===== src/rtl/seconds_stopwatch.sv =====
// Seconds stopwatch: debounced run/pause and clear keys, a one-second prescaler,
// and a 0..MAX_COUNT seconds counter with a wrap pulse for a later minutes stage.
module seconds_stopwatch #(
    parameter int TICK_DIV        = 50000000,
    parameter int DEBOUNCE_CYCLES = 1000000,
    parameter int MAX_COUNT       = 59
) (
    input  logic       CLOCK_50,
    input  logic       RST_N,
    input  logic       KEY_RUN,
    input  logic       KEY_CLR,
    output logic [5:0] SECONDS,
    output logic       RUNNING,
    output logic       WRAP
);

    localparam int PW = $clog2(TICK_DIV);
    localparam int DW = (DEBOUNCE_CYCLES > 1) ? $clog2(DEBOUNCE_CYCLES) : 1;
    localparam logic [PW-1:0] PS_LAST = PW'(TICK_DIV - 1);
    localparam logic [DW-1:0] DB_LAST = DW'(DEBOUNCE_CYCLES - 1);
    localparam logic [5:0]    SEC_MAX = 6'(MAX_COUNT);

    typedef enum logic [1:0] {IDLE, RUN, PAUSE} state_t;

    // bit 0 = run key, bit 1 = clear key
    logic [1:0] key_raw;
    logic [1:0] press;

    assign key_raw = {KEY_CLR, KEY_RUN};

    genvar k;
    generate
        for (k = 0; k < 2; k++) begin : g_key
            logic          sync1_q;
            logic          key_s_q;
            logic          key_db_q;
            logic          key_db_dly_q;
            logic [DW-1:0] db_cnt_q;
            logic [DW-1:0] db_cnt_d;
            logic          key_db_d;

            always_comb begin
                db_cnt_d = db_cnt_q;
                key_db_d = key_db_q;
                if (key_s_q == key_db_q) begin
                    db_cnt_d = '0;
                end else if (db_cnt_q == DB_LAST) begin
                    key_db_d = key_s_q;
                    db_cnt_d = '0;
                end else begin
                    db_cnt_d = db_cnt_q + 1'b1;
                end
            end

            always_ff @(posedge CLOCK_50 or negedge RST_N) begin
                if (!RST_N) begin
                    sync1_q      <= 1'b1;
                    key_s_q      <= 1'b1;
                    key_db_q     <= 1'b1;
                    key_db_dly_q <= 1'b1;
                    db_cnt_q     <= '0;
                end else begin
                    sync1_q      <= key_raw[k];
                    key_s_q      <= sync1_q;
                    key_db_q     <= key_db_d;
                    key_db_dly_q <= key_db_q;
                    db_cnt_q     <= db_cnt_d;
                end
            end

            // Press fires on the debounced falling edge only; release is silent.
            assign press[k] = key_db_dly_q & ~key_db_q;
        end
    endgenerate

    state_t        state_q;
    logic [PW-1:0] presc_q;
    logic [5:0]    sec_q;
    logic          wrap_q;
    logic          running_q;
    logic          tick;

    assign tick = (state_q == RUN) && (presc_q == PS_LAST);

    always_ff @(posedge CLOCK_50 or negedge RST_N) begin
        if (!RST_N) begin
            state_q   <= IDLE;
            presc_q   <= '0;
            sec_q     <= '0;
            wrap_q    <= 1'b0;
            running_q <= 1'b0;
        end else begin
            wrap_q <= 1'b0;
            if (state_q == RUN) begin
                if (tick) begin
                    presc_q <= '0;
                    if (sec_q >= SEC_MAX) begin
                        sec_q  <= '0;
                        wrap_q <= 1'b1;
                    end else begin
                        sec_q <= sec_q + 1'b1;
                    end
                end else begin
                    presc_q <= presc_q + 1'b1;
                end
            end
            // Later assignments override the tick update: clear beats everything,
            // and a run press still lets a coincident tick land before pausing.
            if (press[1]) begin
                state_q   <= IDLE;
                presc_q   <= '0;
                sec_q     <= '0;
                wrap_q    <= 1'b0;
                running_q <= 1'b0;
            end else if (press[0]) begin
                case (state_q)
                    IDLE: begin
                        state_q   <= RUN;
                        presc_q   <= '0;
                        running_q <= 1'b1;
                    end
                    RUN: begin
                        state_q   <= PAUSE;
                        running_q <= 1'b0;
                    end
                    PAUSE: begin
                        state_q   <= RUN;
                        running_q <= 1'b1;
                    end
                    default: begin
                        state_q   <= IDLE;
                        running_q <= 1'b0;
                    end
                endcase
            end
        end
    end

    assign SECONDS = sec_q;
    assign RUNNING = running_q;
    assign WRAP    = wrap_q;

endmodule


===== config.mk =====
export PLATFORM = sky130hd
export DESIGN_NAME = seconds_stopwatch
export DESIGN_NICKNAME = d
export VERILOG_FILES = /design/src/rtl/seconds_stopwatch.sv
export SDC_FILE = /design/constraint.sdc
export NUM_CORES = 1
export LEC_CHECK = 0
export BUFFER_PORTS_ARGS = -buffer_cell sky130_fd_sc_hd__buf_2
export CORE_ASPECT_RATIO = 0.6
export CORE_MARGIN = 1.5
export CORE_UTILIZATION = 50
export DETAILED_ROUTE_END_ITERATION = 8
export GPL_TIMING_DRIVEN = 0
export PLACE_DENSITY = 0.77
export SYNTH_ARGS = -nofsm -noshare
export SYNTH_HDL_FRONTEND = slang
export SYNTH_SLANG_ARGS = --single-unit

===== constraint.sdc =====
create_clock -name CLOCK_50 -period 2.4 [get_ports CLOCK_50]
set_clock_uncertainty 0.05 [all_clocks]
set_input_delay 0.24 -clock CLOCK_50 [delete_from_list [all_inputs] [get_ports CLOCK_50]]
set_output_delay 0.24 -clock CLOCK_50 [all_outputs]
set_load 0.01 [all_outputs]

**Word level (Yosys, flattened, before mapping)**

Cells that the tools add are included.

- Register bits: 84
- Bits of input ports: 4
- Output and inout bits: 8
- Word-level logic and storage cells: 65

- Add/sub/neg operators: 4
- Order comparisons: 1
- Equal/unequal tests: 7
- Muxes and demuxes: 23
- Bitwise gates (word level): 6
- Reduce and logical (&&, ||, !) cells: 9

Operator list:

| kind | count |
|---|---|
| 26-bit 2-to-1 mux | 5 |
| 20-bit 2-to-1 mux | 4 |
| 20-bit by 1-bit adder with 20-bit output, second input constant | 2 |
| 20-bit == test, second input constant | 2 |
| 26-bit by 1-bit adder with 26-bit output, second input constant | 1 |
| 26-bit == test, second input constant | 1 |
| 6-bit 2-to-1 mux | 4 |
| 1-bit 2-to-1 mux | 7 |
| 6-bit by 1-bit adder with 6-bit output, second input constant | 1 |
| 6-bit >= comparator, second input constant | 1 |
| 2-bit AND reduction | 3 |
| 2-bit nonzero test | 3 |
| 2-bit 2-to-1 mux | 2 |
| 1-bit inverter | 4 |
| 2-bit case mux with 2 select lines | 1 |
| 1-bit bitwise AND | 2 |
| 1-bit == test | 2 |
| 2-bit by 1-bit == test with 1-bit output, second input constant | 1 |
| 2-bit == test, second input constant | 1 |
| 2-bit zero test | 1 |
| 2-bit OR reduction | 1 |
| 1-bit logical AND | 1 |

**Longest topological paths before layout**

Gate-level depths: netlist of run 1.

- Depth after elaboration: 7
- Depth in mapped cells: 8
- Mapped depth without buffers: 6

**Least setup slack after synthesis of run 1**

No wires, ideal clock.

- Kind: flip-flop to flip-flop
- From: register presc_q[10]
- To: register sec_q[2], in the netlist SECONDS[2]
- Library setup time: 0.078 ns
- Arrival: 1.780 ns
- Data required time: 2.272 ns
- Path slack: 0.492 ns
- Stages on the path, launching flop included: 6
- Buffers on the path: 0
- Period minus slack after synthesis: 1.908 ns
- Path through: dfrtp_1 or4_4 nor4_4 nand3_2 or4b_1 a21oi_1

- Word-level cells in the longest chain between the ends: 4

RTL lines:

| what | RTL line | RTL |
|---|---|---|
| from (decl) | 77 | `logic [PW-1:0] presc_q;` |
| from (signal assigned) | 104 | `presc_q <= presc_q + 1'b1;` |
| 26-bit == test | 83 | `assign tick = (state_q == RUN) && (presc_q == PS_LAST);` |
| 1-bit logical AND | 83 |  |
| 2-bit nonzero test (no line) | -- |  |
| 2-bit AND reduction (no line) | -- |  |
| to (signal assigned) | 101 | `sec_q <= sec_q + 1'b1;` |
| to (decl) | 78 | `logic [5:0] sec_q;` |

Every way passes these cells.
A chain may end at the register's enable or synchronous reset.

**Final worst setup path of run 1**

- From: register presc_q[10]
- To: register presc_q[11]

- Word-level cells in the longest chain between the ends: 7
- Elaborated cells between the ends (all ways): 8
- Classes of those cells: add/sub: 1; eq/ne: 1; mux: 5; reduce/logical: 1

RTL lines:

| what | RTL line | RTL |
|---|---|---|
| branches (longest 2 deep; another with 26-bit by 1-bit adder with 26-bit output) | -- |  |
| 26-bit 2-to-1 mux (*) | 95 | `if (tick) begin` |
| 26-bit 2-to-1 mux (*) | 94 | `if (state_q == RUN) begin` |
| 26-bit 2-to-1 mux | 116 | `case (state_q)` |
| 26-bit 2-to-1 mux (*) | 115 | `end else if (press[0]) begin` |
| 26-bit 2-to-1 mux (*) | 109 | `if (press[1]) begin` |

Every way passes the cells marked *.

==> results of run 1 <==
## path summary, 6_finish.rpt
| check | from | endpoint | depth (start not counted) |
|---|---|---|---|
| setup reg to reg | presc_q[10]$_DFF_PN0_ | presc_q[11]$_DFF_PN0_ | 7 |
| max in group asynchronous | RST_N | g_key[0].sync1_q$_DFF_PN1_ | 3 |
| min in group CLOCK_50 | g_key[1].sync1_q$_DFF_PN1_ | g_key[1].key_s_q$_DFF_PN1_ | 0 |
| setup / recovery | presc_q[10]$_DFF_PN0_ | presc_q[11]$_DFF_PN0_ | 7 |
| hold / removal | RST_N | presc_q[8]$_DFF_PN0_ | 2 |
| hold reg to reg | g_key[1].sync1_q$_DFF_PN1_ | g_key[1].key_s_q$_DFF_PN1_ | 0 |
## synthesized netlist by cell type (6+ instances only)
cell      n  area (µm²)
xor2_1   43         377
xnor2_1  20         175
a21oi_1   9        45.0
nand2_1  27         101
nand3_1  32         160
dfrtp_1  75        1880
dfstp_2   8         210
nor3_1    7        35.0
and3_1    9        56.3
nand4_1  16         100
nor2_1   79         297
nor4_1    6        37.5
## routing by layer
| metal | share of wire, % | wire length (µm) | global-route usage (%) | vias up |
|---|---|---|---|---|
| met1 | 53 | 4010 | 29.2 | 1401 |
| met4 | 0.67 | 51 | 8.27 | 0 |
| met3 | 4.2 | 323 | 6.13 | 6 |
| met2 | 42 | 3230 | 27.2 | 60 |
| met5 | 0 | 0 | 0 | - |
| li1 | - | - | - | 1396 |
## worst max-delay path: cells and delay by family, from the launching register on
family / cells / cell delay [ns]
flip-flops: 1 / 0.41
AND/OR/NAND/NOR: 5 / 1.18
buffers and inverters: 2 / 0.47
## repair_timing
item	in CTS	in global routing
hold endpoints to repair	17	0
hold buffers	3	0
resized for setup	0	1
buffers inserted	0	4
setup endpoints to repair	0	20
## per-stage QoR
step           area, µm²  instances
6_report            4540        531
3_5_place_dp        4170        508
5_1_grt             4540        531
4_1_cts             4500        527
2_1_floorplan       3950        392
3_3_place_gp        4140        507
## area by class of cell
class / instances / share of cell area [%]
plain buffers: 8 / 0.744
flip-flops and latches: 83 / 46.0
multi-input cells: 298 / 40.2
clock inverters: 5 / 1.38
inverters: 3 / 0.248
well taps: 104 / 2.87
repair buffers: 19 / 3.20
clock buffers: 11 / 5.35
## cell families (layout without fill, tap and decap cells)
group                      Yosys count  in the layout
AOI/OAI and AO/OA                   16             16
buffers and inverters               11             46
adders and majority gates            4              4
and+or+nand+nor                    213            213
xor gates and xnor gates            63             63
muxes                                2              2
DFF                                 83             83
## report_power, final
part           internal (mW)  switching, mW
logic                 0.0207         0.0468
clock network          0.837          0.544
registers               1.41         0.0123
## sequential cells by signal, summed over array words and instances (netlist names)
register	cells
RUNNING	1
SECONDS	6
WRAP	1
g_key.db_cnt_q	40
g_key.key_db_dly_q	2
g_key.key_db_q	2
g_key.key_s_q	2
g_key.sync1_q	2
presc_q	26
state_q	1
==> metrics.cfg, run 1 <==
[synthesis]
synth_top_family_by_area = simple AND/OR/NAND/NOR gates
synth_edf_count = 0
syn-cell-area_um2 = 3950
synth_compound_area_share_pct = 2.22
synth-adder-area-share_pct = 1.27
syn_nets = 400
synth-seq-cells = 83
ys.warnings.count = 0
yosys_most_used_dff = dfrtp_1
synthMuxAreaShare_pct = 0.570
synth_xor_area_share_pct = 14.0
syn-mean-instance-area_um2 = 10.1
async_flop_share_pct = 100
yosysUniqueCellTypes = 40
seq_area_frac_synth_pct = 52.8
synthCells = 392
synth-simple-area-share_pct = 28.0

[clock_tree]
clock_path_buffers = 2
cts_buffers = 9
path_clk_slew_ns = 0.06
h-tree-depth = 3
cts_root_buf = clkbuf_16
cts_tree = yes
clock_latency_ns = 0.34
cts.sinks = 83

[place]
dp_hpwl_mm = 5.27
place_congestion = 0.841
post-place-ws_ns = 0.207
portBuffers = 11

[critical_path]
path_class = flop to flop
path_cells = or4_4 > nor4_4 > nand3_1 > buf_2 > nand2b_2 > buf_2 > nor2_1
r2r_slack_ns = 0.16
arrival_ns = 2.41
cpMostUsedCell = buf_2
end_kind = flop
crit_path_max_incr_delay_ns = 0.57
crit_path_max_fanout = 10
critPathSlowestCell = or4_4
crit_path_start_kind = flop
cp.required_ns = 2.57

[final_layout]
fin_util_pct = 61.0
seqCellArea_um2 = 2090
multi_input_area_um2 = 1830
final_common_cell = nor2_1
area_delta_synth_final_pct = 14.9
fillers = 625
nets = 430
mostFrequentLayoutCells = nor2_1, dfrtp_1, xor2_1
antenna_cells = 0
layout-drive-gt1-share_pct = 13.1

[route]
remaining_drc_errors = 0
first_iter_violations = 160
dr.pass1.iters = 5
totalWireLength_mm = 7.62
vias_per_cell = 5.39
vias = 2863
antenna_left = 0
routedWlPerCell_um = 14.3

[timing]
fin_ws_ns = 0.162
finalSetupViolCount = 0
rsz0062_at_grt = no
relSlewSlack_pct = 47.7
finalHoldViolCount = 0
fin_tns_setup_ns = 0
worstMarginPinSlew_ns = 0.777
hold_ws_ns = 0.261
fmax_ghz = 0.447
fin_crit_sh_pct = 93.2
period_minus_slack_ns = 2.24
drv_slew = 0

[global_routing]
antenna_found_initial = 0
grt_max_degree = 69
grt_usage_pct = 19.8
grt_first_pass_wirelength_mm = 12.9
gr-total-overflow = 0
grt_pass1_vias = 2648

[die]
dieArea_um2 = 8460
die_w_um = 118
start_util_pct = 53.0
io_pins = 12
die_h_um = 71.9
fp.coreArea_um2 = 7450
num_rows = 24

[min_path]
hold_class = input pin to async pin

[power_and_ir_drop]
p_leak_nw = 2.03
total_power_mw = 2.87
powerDensity_nw_per_um2 = 633
worst_ir_drop_vdd_uv = 476

[outcome]
outcome = completed

[run]
cap_violations = 0

Power figures use the tool's default switching activity.
==> run 2, diff against run 1 <==
--- a/config.mk
+++ b/config.mk
@@ -11,7 +11,7 @@
 export CORE_UTILIZATION = 50
 export DETAILED_ROUTE_END_ITERATION = 8
 export GPL_TIMING_DRIVEN = 0
-export PLACE_DENSITY = 0.77
+export PLACE_DENSITY = 0.66
 export SYNTH_ARGS = -nofsm -noshare
 export SYNTH_HDL_FRONTEND = slang
 export SYNTH_SLANG_ARGS = --single-unit
==> run 2 against run 1 <==
Final cell count is 0.75% lower. Sequential power about the same. Critical path depth unchanged. Die area is the same. Setup slack better by 0.023 ns. Sequential cell count unchanged. Clock power barely moved. Critical endpoint is now presc_q[14]$_DFF_PN0_. Core utilization fell by 0.55 points.
==> metrics.cfg, run 2 (synthesis results as in run 1) <==
[global_routing]
grt_usage_pct = 19.3
antenna_found_initial = 0
gr-total-overflow = 0
grt_max_degree = 61
grt_pass1_vias = 2578
grt_first_pass_wirelength_mm = 12.5

[route]
vias = 2731
routedWlPerCell_um = 13.9
antenna_left = 0
remaining_drc_errors = 0
dr.pass1.iters = 4
totalWireLength_mm = 7.34
vias_per_cell = 5.18
first_iter_violations = 194

[clock_tree]
cts-resized-gates = 0
cts_buffers = 9
cts_root_buf = clkbuf_16
clock_latency_ns = 0.34
hold_buffers = 3
path_clk_slew_ns = 0.07
h-tree-depth = 3
clock_path_buffers = 2
cts_tree = yes
cts.sinks = 83
postCtsSetupBuffers = 0

[critical_path]
crit_path_max_fanout = 10
crit_path_start_kind = flop
path_class = flop to flop
end_kind = flop
crit_path_max_incr_delay_ns = 0.56
arrival_ns = 2.39
cpMostUsedCell = buf_2
critPathSlowestCell = or4_4
cp_top_family = simple AND/OR/NAND/NOR gates
path_cells = or4_4 > nor4_4 > nand3_1 > buf_2 > nand2b_2 > buf_2 > nor2_1
worst-path-buf-inv = 2
cp.required_ns = 2.57

[die]
io_pins = 12
fp.coreArea_um2 = 7450
num_rows = 24
start_util_pct = 53.0
die_h_um = 71.9
die_w_um = 118
dieArea_um2 = 8460

[timing]
relSlewSlack_pct = 46.2
finalHoldViolCount = 0
worstMarginPinSlew_ns = 0.800
fin_tns_setup_ns = 0
fin_crit_sh_pct = 92.3
drv_slew = 0
finalSetupViolCount = 0
fmax_ghz = 0.451
rsz0062_at_grt = no
period_minus_slack_ns = 2.22

[power_and_ir_drop]
total_power_mw = 2.89
worst_ir_drop_vdd_uv = 434
powerDensity_nw_per_um2 = 642
p_leak_nw = 1.99

[final_layout]
final_common_cell = nor2_1
area_delta_synth_final_pct = 13.9
mostFrequentLayoutCells = nor2_1, dfrtp_1, xor2_1
layout-drive-gt1-share_pct = 12.3
design_area_um2 = 4500
fin_util_pct = 60.4
fillers = 650
antenna_cells = 0
nets = 426
instances_no_fill = 527
largest_register_ffs = 40
regMostFlops = g_key.db_cnt_q

[run]
cap_violations = 0

[place]
portBuffers = 11
place_congestion = 0.828
dp_hpwl_mm = 5.08
dp.cells = 508
place_area_um2 = 4170

[outcome]
outcome = completed

[min_path]
hold_class = input pin to async pin

## run 2: final timing paths
| check | to | start | cells after the start | slack [ns] |
|---|---|---|---|---|
| worst max register to register | presc_q[14]$_DFF_PN0_ | presc_q[10]$_DFF_PN0_ | 7 | 0.18 |
| worst min-delay path | presc_q[11]$_DFF_PN0_ | RST_N | 2 | 0.29 |
| min in group CLOCK_50 | g_key[1].key_s_q$_DFF_PN1_ | g_key[1].sync1_q$_DFF_PN1_ | 0 | 0.31 |
| worst min register to register | g_key[1].key_s_q$_DFF_PN1_ | g_key[1].sync1_q$_DFF_PN1_ | 0 | 0.31 |
| worst max-delay path | presc_q[14]$_DFF_PN0_ | presc_q[10]$_DFF_PN0_ | 7 | 0.18 |
| max in group asynchronous | g_key[1].sync1_q$_DFF_PN1_ | RST_N | 3 | 1.37 |
## run 2: layer usage
metal / GRT usage (%) / vias up / part of all wire, % / wire length, µm
li1: - / 1383 / - / -
met1: 29.1 / 1309 / 56 / 4120
met2: 25.4 / 35 / 39 / 2870
met3: 6.21 / 4 / 4.1 / 301
met4: 7.86 / 0 / 0.68 / 50
met5: 0 / - / 0 / 0
## run 2: area by class of cell
cell class / instances / area [µm²] / area share (%)
Timing Repair Buffer: 15 / 115 / 2.56
Multi-Input combinational cell: 298 / 1820 / 40.4
Inverter: 3 / 11.3 / 0.250
Clock inverter: 6 / 73.8 / 1.64
Clock buffer: 10 / 229 / 5.09
Buffer: 8 / 33.8 / 0.751
Tap cell: 104 / 130 / 2.89
Sequential cell: 83 / 2090 / 46.4
## run 2: report_power, final
| part | switching [mW] | total, mW | internal, mW | leakage (nW) |
|---|---|---|---|---|
| combinational | 0.0470 | 0.0679 | 0.0209 | 0.723 |
| sequential | 0.0116 | 1.43 | 1.41 | 1.13 |
| clock | 0.575 | 1.39 | 0.818 | 0.141 |
## run 2: stage by stage
step | hold WS (ns) | worst slack, ns
after detailed placement | 0.121 | 0.185
after global placement | 0.296 | 0.175
after CTS | 0.290 | 0.163
after floorplan | -0.106 | 0.492
final | 0.294 | 0.185
after global routing | 0.313 | 0.0119
